## src/rtl/aes_block_loader_pkg.sv

```systemverilog
// Shared types for the AES block loader: block width, loader FSM states and
// the ready pattern each state presents to the word source.
package aes_block_loader_pkg;

   localparam int AES_BLOCK_W = 128;

   typedef logic [AES_BLOCK_W-1:0] block;

   typedef enum logic [1:0] {
      LOAD,
      WAIT_KEY,
      EMIT
   } loader_state_e;

   // Returns {dataReady, keyReady} for the state being entered.
   function automatic logic [1:0] readiesFor(input loader_state_e s);
      case (s)
         LOAD:     return 2'b11;
         WAIT_KEY: return 2'b01;
         default:  return 2'b00;
      endcase
   endfunction

endpackage

```

## src/rtl/aes_block_loader_if.sv

```systemverilog
// Word-serial valid/ready bus feeding the AES block loader.
// The master is the word source; the slave is the loader.
interface aes_block_loader_if #(
   parameter int WORD_W = 32
) ();

   logic              i_valid;
   logic              i_key_sel;
   logic [WORD_W-1:0] i_word;
   logic              o_data_ready;
   logic              o_key_ready;

   modport master (
      output i_valid,
      output i_key_sel,
      output i_word,
      input  o_data_ready,
      input  o_key_ready
   );

   modport slave (
      input  i_valid,
      input  i_key_sel,
      input  i_word,
      output o_data_ready,
      output o_key_ready
   );

endinterface

```

## src/rtl/aes_word_assembler.sv

```systemverilog
// Collects NWORDS words (MSW first) into a 128-bit register; o_full is set
// by the final word and cleared again when a new word 0 arrives.
module aes_word_assembler
   import aes_block_loader_pkg::*;
#(
   parameter int WORD_W = 32
) (
   input  logic              clock,
   input  logic              reset,
   input  logic              i_load,
   input  logic [WORD_W-1:0] i_word,
   input  logic              i_clearCount,
   input  logic              i_clearValue,
   output logic              o_full,
   output logic              o_lastAccept,
   output block              o_value
);

   localparam int NWORDS = AES_BLOCK_W / WORD_W;
   localparam int CW     = (NWORDS > 1) ? $clog2(NWORDS) : 1;

   logic [CW-1:0] r_count;
   logic          r_full;
   block          r_value;

   assign o_lastAccept = i_load && (r_count == CW'(NWORDS - 1));
   assign o_full       = r_full;
   assign o_value      = r_value;

   always_ff @(posedge clock or posedge reset) begin
      if (reset) begin
         r_count <= '0;
         r_full  <= 1'b0;
         r_value <= '0;
      end else begin
         if (i_clearCount) begin
            r_count <= '0;
         end else if (i_load) begin
            r_count <= o_lastAccept ? '0 : r_count + CW'(1);
         end
         if (i_clearValue) begin
            r_value <= '0;
            r_full  <= 1'b0;
         end else if (i_load) begin
            for (int s = 0; s < NWORDS; s++) begin
               if (r_count == CW'(s)) begin
                  r_value[AES_BLOCK_W-1-s*WORD_W -: WORD_W] <= i_word;
               end
            end
            // A fresh word 0 means the old contents are being replaced.
            if (o_lastAccept) begin
               r_full <= 1'b1;
            end else if (r_count == '0) begin
               r_full <= 1'b0;
            end
         end
      end
   end

endmodule

```

## src/rtl/aes_block_loader.sv

```systemverilog
// Loads key and plaintext word-serially, applies AddRoundKey (round 0) and
// launches round 1. Define AES_KEY_ZEROIZE_EN to wipe the key after each launch.
module aes_block_loader
   import aes_block_loader_pkg::*;
#(
   parameter int WORD_W = 32
) (
   input  logic                clock,
   input  logic                reset,
   aes_block_loader_if.slave   bus,
   output logic                o_key_valid,
   output logic                o_tx_en,
   output block                o_state,
   output block                o_round_key
);

   loader_state_e r_fsm;
   logic          r_dataReady;
   logic          r_keyReady;
   logic          r_txEn;
   block          r_state;
   block          r_roundKey;

   logic w_keyAccept;
   logic w_dataAccept;
   logic w_keyFull;
   logic w_keyLast;
   logic w_dataLast;
   logic w_unusedDataFull;
   logic w_launch;
   logic w_zeroize;
   block w_keyValue;
   block w_dataValue;

   assign w_keyAccept  = bus.i_valid &  bus.i_key_sel & r_keyReady;
   assign w_dataAccept = bus.i_valid & ~bus.i_key_sel & r_dataReady;
   assign w_launch     = (r_fsm == EMIT);

`ifdef AES_KEY_ZEROIZE_EN
   assign w_zeroize = w_launch;
`else
   assign w_zeroize = 1'b0;
`endif

   aes_word_assembler #(.WORD_W(WORD_W)) u_keyAsm (
      .clock        (clock),
      .reset        (reset),
      .i_load       (w_keyAccept),
      .i_word       (bus.i_word),
      .i_clearCount (w_zeroize),
      .i_clearValue (w_zeroize),
      .o_full       (w_keyFull),
      .o_lastAccept (w_keyLast),
      .o_value      (w_keyValue)
   );

   aes_word_assembler #(.WORD_W(WORD_W)) u_dataAsm (
      .clock        (clock),
      .reset        (reset),
      .i_load       (w_dataAccept),
      .i_word       (bus.i_word),
      .i_clearCount (w_launch),
      .i_clearValue (1'b0),
      .o_full       (w_unusedDataFull),
      .o_lastAccept (w_dataLast),
      .o_value      (w_dataValue)
   );

   assign bus.o_data_ready = r_dataReady;
   assign bus.o_key_ready  = r_keyReady;
   assign o_key_valid      = w_keyFull;
   assign o_tx_en          = r_txEn;
   assign o_state          = r_state;
   assign o_round_key      = r_roundKey;

   // Readies are registered alongside the state so the source sees them
   // change exactly at the edge the FSM moves.
   always_ff @(posedge clock or posedge reset) begin
      if (reset) begin
         r_fsm                      <= LOAD;
         {r_dataReady, r_keyReady}  <= readiesFor(LOAD);
         r_txEn                     <= 1'b0;
         r_state                    <= '0;
         r_roundKey                 <= '0;
      end else begin
         r_txEn <= 1'b0;
         case (r_fsm)
            LOAD: begin
               if (w_dataLast) begin
                  if (w_keyFull) begin
                     r_fsm                     <= EMIT;
                     {r_dataReady, r_keyReady} <= readiesFor(EMIT);
                  end else begin
                     r_fsm                     <= WAIT_KEY;
                     {r_dataReady, r_keyReady} <= readiesFor(WAIT_KEY);
                  end
               end
            end
            WAIT_KEY: begin
               if (w_keyLast) begin
                  r_fsm                     <= EMIT;
                  {r_dataReady, r_keyReady} <= readiesFor(EMIT);
               end
            end
            EMIT: begin
               r_txEn                    <= 1'b1;
               r_state                   <= w_dataValue ^ w_keyValue;
               r_roundKey                <= w_keyValue;
               r_fsm                     <= LOAD;
               {r_dataReady, r_keyReady} <= readiesFor(LOAD);
            end
            default: begin
               r_fsm                     <= LOAD;
               {r_dataReady, r_keyReady} <= readiesFor(LOAD);
            end
         endcase
      end
   end

endmodule

```

## src/flat_wrapper.sv

```systemverilog
// flat-port wrapper written by rule: the top's interface ports become plain ports
module aes_block_loader_flat import aes_block_loader_pkg::*;
#(
   parameter int WORD_W = 32
)
  (clock, reset, o_key_valid, o_tx_en, o_state, o_round_key, bus_i_valid, bus_i_key_sel, bus_i_word, bus_o_data_ready, bus_o_key_ready);
  aes_block_loader_if #(.WORD_W(WORD_W)) bus_i ();
  input  logic clock;
  input  logic reset;
  output logic o_key_valid;
  output logic o_tx_en;
  output block o_state;
  output block o_round_key;
  input wire logic [$bits(bus_i.i_valid)-1:0] bus_i_valid;
  input wire logic [$bits(bus_i.i_key_sel)-1:0] bus_i_key_sel;
  input wire logic [$bits(bus_i.i_word)-1:0] bus_i_word;
  output wire logic [$bits(bus_i.o_data_ready)-1:0] bus_o_data_ready;
  output wire logic [$bits(bus_i.o_key_ready)-1:0] bus_o_key_ready;
  assign bus_i.i_valid = bus_i_valid;
  assign bus_i.i_key_sel = bus_i_key_sel;
  assign bus_i.i_word = bus_i_word;
  assign bus_o_data_ready = bus_i.o_data_ready;
  assign bus_o_key_ready = bus_i.o_key_ready;
  aes_block_loader #(.WORD_W(WORD_W)) u_core (.clock(clock), .reset(reset), .bus(bus_i), .o_key_valid(o_key_valid), .o_tx_en(o_tx_en), .o_state(o_state), .o_round_key(o_round_key));
endmodule
```

## config.mk

```make
export PLATFORM = sky130hd
export DESIGN_NAME = aes_block_loader_flat
export DESIGN_NICKNAME = d
export VERILOG_FILES = /design/src/rtl/aes_block_loader_pkg.sv /design/src/rtl/aes_block_loader_if.sv /design/src/rtl/aes_word_assembler.sv /design/src/rtl/aes_block_loader.sv /design/src/flat_wrapper.sv
export SDC_FILE = /design/constraint.sdc
export NUM_CORES = 1
export LEC_CHECK = 0
export BUFFER_PORTS_ARGS = -buffer_cell sky130_fd_sc_hd__clkbuf_2
export CAP_MARGIN = 20
export CORE_MARGIN = 3
export CORE_UTILIZATION = 57
export CTS_CLUSTER_DIAMETER = 150
export DETAILED_ROUTE_END_ITERATION = 10
export PLACE_DENSITY = 0.8
export SLEW_MARGIN = 10
export SYNTH_ARGS = -nofsm -noshare
export SYNTH_HDL_FRONTEND = slang
export SYNTH_SLANG_ARGS = --single-unit
```

## constraint.sdc

```tcl
create_clock -name clock -period 22.4 [get_ports clock]
set_clock_uncertainty 0.2 [all_clocks]
set_input_delay 3.36 -clock clock [delete_from_list [all_inputs] [get_ports clock]]
set_output_delay 3.36 -clock clock [all_outputs]
set_load 0.01 [all_outputs]
```

* Yosys cells after proc, flatten, opt, wreduce, memory -nomap -nowiden
Index checks and enable logic that the tools add are counted.
** Cells by class
- $add $sub $neg :: 2
- $mul :: 0
- Div/mod/pow operators :: 0
- $lt $le $gt $ge :: 0
- Equal/unequal tests :: 10
- Shift operators :: 0
- Muxes and demuxes :: 17
- Bitwise gates (word level) :: 6
- Reductions and logical operators :: 17
** Operators with widths (number)
- bitwise XOR 128 bit :: 1
- AND reduction 2 bit :: 10
- 2-to-1 mux 2 bit :: 7
- equality test 2 bit, second input constant :: 5
- 2-to-1 mux 1 bit :: 7
- equality test 2 x 1 -> 1 bit, second input constant :: 3
- zero test 2 bit :: 3
- adder 2 x 1 -> 2 bit, second input constant :: 2
- AND 1 bit :: 4
- inequality test 2 bit, second input constant :: 2
- case mux 1 bit (2 select lines) :: 2
- case mux 2 bit (2 select lines) :: 1
- nonzero test 2 bit :: 2
- logical AND 1 bit :: 2
- inverter 1 bit :: 1
** Storage, ports and cells
- Register bits :: 522
- Bits in latches :: 0
- RAM bits :: 0
- Memory bits (read-only) :: 0
- Bits of input ports :: 36
- Output and inout bits :: 260
- Logic and storage cells :: 69
- Memories :: 0

* Longest topological paths before layout
- Word-level depth :: 7
- Depth in mapped cells :: 8
- Depth with buffers taken out :: 5

* Modules after synthesis
Synthesis repeated with hierarchy kept, for this count alone.
** Second synthesis, totals
- Cell total of the unflattened synthesis :: 2045
- Area total of the unflattened synthesis :: 22606.7 um2
** Modules (own cells, without submodules)
- aes_block_loader :: times used 1, cells an instance 1105, area an instance 10815.4 um2, sequential area each 6533.8 um2
- aes_word_assembler (u_core.u_keyAsm) :: times used 1, cells an instance 470, area an instance 5898.2 um2, sequential area each 3278.1 um2
- aes_word_assembler (u_core.u_dataAsm) :: times used 1, cells an instance 470, area an instance 5893.2 um2, sequential area each 3278.1 um2

* Worst setup path after synthesis
OpenSTA, ideal clock, no wires.
- Kind :: input-to-reg
- Start point :: in bus_i_valid
- End point :: reg u_core.u_dataAsm.r_value[116] (netlist: u_core.u_dataAsm.o_value[116])
- Setup time :: 125 ps
- Arrival :: 4365 ps
- Data required time :: 22075 ps
- Path slack :: 17710 ps
- Cell stages on the path :: 6
- Path buffers :: 3
- Cells stage by stage :: buf_4 > and3b_1 > buf_6 > nand2_4 > buf_6 > mux2_2
** On the way
- Longest elaborated chain between the ends :: 3
** RTL lines
- start, declared :: RTL line flat_wrapper.sv:14 : input wire logic [$bits(bus_i.i_valid)-1:0] bus_i_valid;
- AND 1 bit (2 in series) :: RTL line aes_block_loader.sv:36 : assign w_dataAccept = bus.i_valid & ~bus.i_key_sel & r_dataReady;
- AND reduction 2 bit (no source line)
- end signal, assigned by index :: RTL line aes_word_assembler.sv:47 : r_value[AES_BLOCK_W-1-s*WORD_W -: WORD_W] <= i_word;
- end, declared :: RTL line aes_word_assembler.sv:24 : block r_value;
Every way passes these cells.
A chain may end at the register's enable or synchronous reset.

* Worst setup path after layout
- Start point :: in bus_i_valid
- End point :: reg u_core.u_keyAsm.r_value[76] (netlist: u_core.u_keyAsm.o_value[76])
** On the way
- Longest elaborated chain between the ends :: 3
** RTL lines
- AND 1 bit (2 in series) :: RTL line aes_block_loader.sv:35 : assign w_keyAccept = bus.i_valid & bus.i_key_sel & r_keyReady;
- AND reduction 2 bit (no source line)
- end signal, assigned by index :: RTL line aes_word_assembler.sv:47
- end, declared :: RTL line aes_word_assembler.sv:24
Every way passes these cells.

==> out/qor.csv <==
stage,metric,value,unit
detailed_routing,drt drc,0,
power_and_ir_drop,Tot Pwr,0.00184,W
global_routing,antenna violations before repair,1,
min_path,Hold Path Class,register to register,
clocking,clk sinks,522,
floorplan,core area,35000,sq um
worst_setup_path,Worst setup EP type,register,
global_routing,vias in the first global route,13700,
clocking,"Setup Fix Bufs, Post-CTS",0,
cells_and_area,area of the multi-input gates,6930,sq um
global_routing,Tot GR Track Use,0.243,
worst_setup_path,Setup crit start kind,primary input,
clocking,clk root buf,clkbuf_16,
detailed_routing,Starting DRT DRC Count,802,
sta,setup violators final,0,
yosys,Gate Count Post-Synth,1678,
worst_setup_path,critical path class,primary input to register,
floorplan,Initial Util,0.586,
yosys,YS warnings,0,
clocking,Num CTS Buffers,51,
yosys,syn nets,1722,
detailed_routing,Post-Route WL,46600,microns
power_and_ir_drop,Pwr Density,77.0,nW/um^2
detailed_routing,Post-DRT Antenna Nets,0,
placement,input/output buffers,295,
yosys,Synth top area share,0.635,
power_and_ir_drop,peak supply drop,0.0566,mV
sta,setup TNS,0,ns
sta,Slew @ Worst Pin,1.06,ns
global_routing,first-pass GRT wire length,74900,microns
cells_and_area,Ant. Diodes,0,
flow_run,total of max-cap violations,0,
global_routing,largest net degree at the start of global routing,167,
power_and_ir_drop,Leak Pwr,12.7,nW
clocking,hold_buf cts,0,
floorplan,Site Rows,68,
placement,pre-CTS setup slack,16.79,ns
yosys,"top cells by area, synth","dfrtp_1 (63%), mux2_2 (14%), nand2_1 (9.4%), xnor2_1 (5.5%), o21ai_0 (3.1%)",
yosys,most area-hungry cell type in the Yosys netlist,dfrtp_1,
clocking,number of gates resized after cts,0,
placement,gpl congestion,0.794,
cells_and_area,register area,13100,sq um
clocking,clock transition at the registers of the reported paths,0.06,ns
worst_setup_path,"Arr. time, crit path",5.26,ns
sta,fin worst setup slack,17.37,ns
worst_setup_path,Crit Path Max Fanout,18,
status,status,completed,
floorplan,Die W,196,microns
yosys,"Seq/Total Area, Yosys",0.637,
global_routing,total grt overflow,0,
yosys,syn avg cell area,12.2,sq um
sta,Achievable Freq,0.199,GHz
sta,RSZ-0062 raised after global routing,false,
yosys,Yosys reg bits,522,
floorplan,I/O Pins,296,
clocking,H-tree Lvls,2,
sta,Final period util,0.225,
cells_and_area,Filler cells,2527,
cells_and_area,share of layout cells above drive strength 1,0.328,
clocking,worst skew pair latency,0.57,ns
sta,worst hold margin,0.274,ns
detailed_routing,wire per inst,19.0,microns
clocking,CTS max path bufs,3,
sta,Max Transition Viols Final,0,
cells_and_area,synthesis-to-layout area growth,16.8,%
floorplan,die height,196,microns
sta,minimum clock period,5.03,ns
sta,final hold vios,0,
detailed_routing,via count,13100,
yosys,synthesized cell area,20500,sq um
cells_and_area,Final nets,1999,
yosys,Synth cell types,31,
clocking,TritonCTS clock tree,built,
floorplan,full die area,38300,sq um
worst_setup_path,WP data required,22.63,ns
sta,Slew HR,0.295,
placement,Detailed Place HPWL,29400,microns
detailed_routing,router iterations before antenna repair,4,
detailed_routing,vias per cell,5.36,
logic make-up (layout without fill, tap and decap cells):
group	Yosys count	in the layout	synth area share
buffers and inverters	92	407	0.0253
XOR/XNOR	128	128	0.0547
AND/OR/NAND/NOR	535	535	0.102
AO/OA/AOI/OAI	134	134	0.0333
adder cells (fa/ha/maj)	8	8	0.00488
multiplexers	259	259	0.143
flip-flops	522	522	0.637
final timing paths:
path                                    start                     endpoint  slack [ns]  depth (start not counted)
min in group asynchronous               reset           u_core.o_state[88]        2.81                          2
max in group asynchronous               reset       u_core.o_round_key[10]       17.55                          3
setup / recovery                  bus_i_valid  u_core.u_keyAsm.o_value[76]       17.37                          4
hold / removal             u_core.o_state[77]           u_core.o_state[77]        0.27                          2
setup reg to reg              u_core.r_fsm[0]           u_core.o_state[81]       18.93                          4
hold reg to reg            u_core.o_state[77]           u_core.o_state[77]        0.27                          2
cells in the mapped netlist, drive strengths merged:
cell type and n:
mux2i 2, clkbuf 15, buf 70, and3b 1, nand4b 1, nand2b 1, nor2 4, xnor2 128
nand2 518, a31oi 1, mux2 257, o21bai 1, dfstp 2, nand4 4, inv 7, a21oi 1
nor3 1, nand3 3, o21ba 1, o21ai 129, nor3b 1, ha 8, a21o 1, dfrtp 520
or3 1
flip-flops by register name, indices dropped and copies added, names as in the netlist:
signal                    flops
u_core.o_tx_en                1
u_core.o_round_key          128
u_core.r_fsm                  2
u_core.u_keyAsm.r_count       2
u_core.u_dataAsm.r_count      2
u_core.o_state              128
u_core.u_dataAsm.o_value    128
u_core.u_keyAsm.o_full        1
u_core.bus.o_key_ready        1
u_core.bus.o_data_ready       1
u_core.u_keyAsm.o_value     128
metrics by stage:
step,instance area (sq um),util,instances
floorplan,20500,-,1678
global placement,22200,0.634,2354
detailed placement,22200,0.635,2356
CTS,23900,0.684,2447
global route,23900,0.685,2448
finish,23900,0.685,2448
where the power goes:
group	switching (W)	total, W	internal, W
clock network	0.000356	0.000870	0.000514
logic	0.0000255	0.0000290	0.00000349
registers	0	0.000943	0.000943
layer usage:
metal | share of wire | vias to the layer above | GRT usage | routed length (microns)
met2 | 0.49 | 352 | 0.399 | 22700
met3 | 0.054 | 70 | 0.0464 | 2510
met4 | 0.020 | 2 | 0.0586 | 933
met5 | 0.00028 | - | 0 | 13
li1 | - | 6033 | - | -
met1 | 0.44 | 6676 | 0.340 | 20400
cell usage in the layout, fill, tap and decap left out, types with 2 or more instances in the layout:
master | Yosys | routed
clkbuf_8 | 0 | 9
mux2_4 | 4 | 4
xnor2_1 | 128 | 128
mux2i_1 | 2 | 2
clkbuf_2 | 0 | 295
dfrtp_1 | 520 | 520
buf_4 | 4 | 10
nand2_1 | 515 | 515
inv_1 | 6 | 5
nand4_1 | 3 | 3
clkinvlp_4 | 0 | 4
nor2_1 | 4 | 4
bufinv_16 | 0 | 5
ha_1 | 8 | 8
mux2_2 | 253 | 253
nand3_1 | 3 | 3
o21ai_0 | 129 | 129
clkinv_2 | 0 | 5
dfstp_2 | 2 | 2
clkbuf_1 | 15 | 14
clkbuf_16 | 0 | 52
nand2_4 | 3 | 3
critical path, cell delays in order:
cell      delay, ns
clkbuf_2       0.20
nand4_1        0.80
buf_4          0.57
mux2_2         0.32
layout make-up:
class,instances,share of cell area
tap,455,0.0238
sequential,522,0.546
inverter,7,0.00152
timing repair buffer,309,0.0679
clock buffer,75,0.0617
clock inverter,16,0.00962
multi-input combinational,1064,0.290
Power figures use the tool's default switching activity.
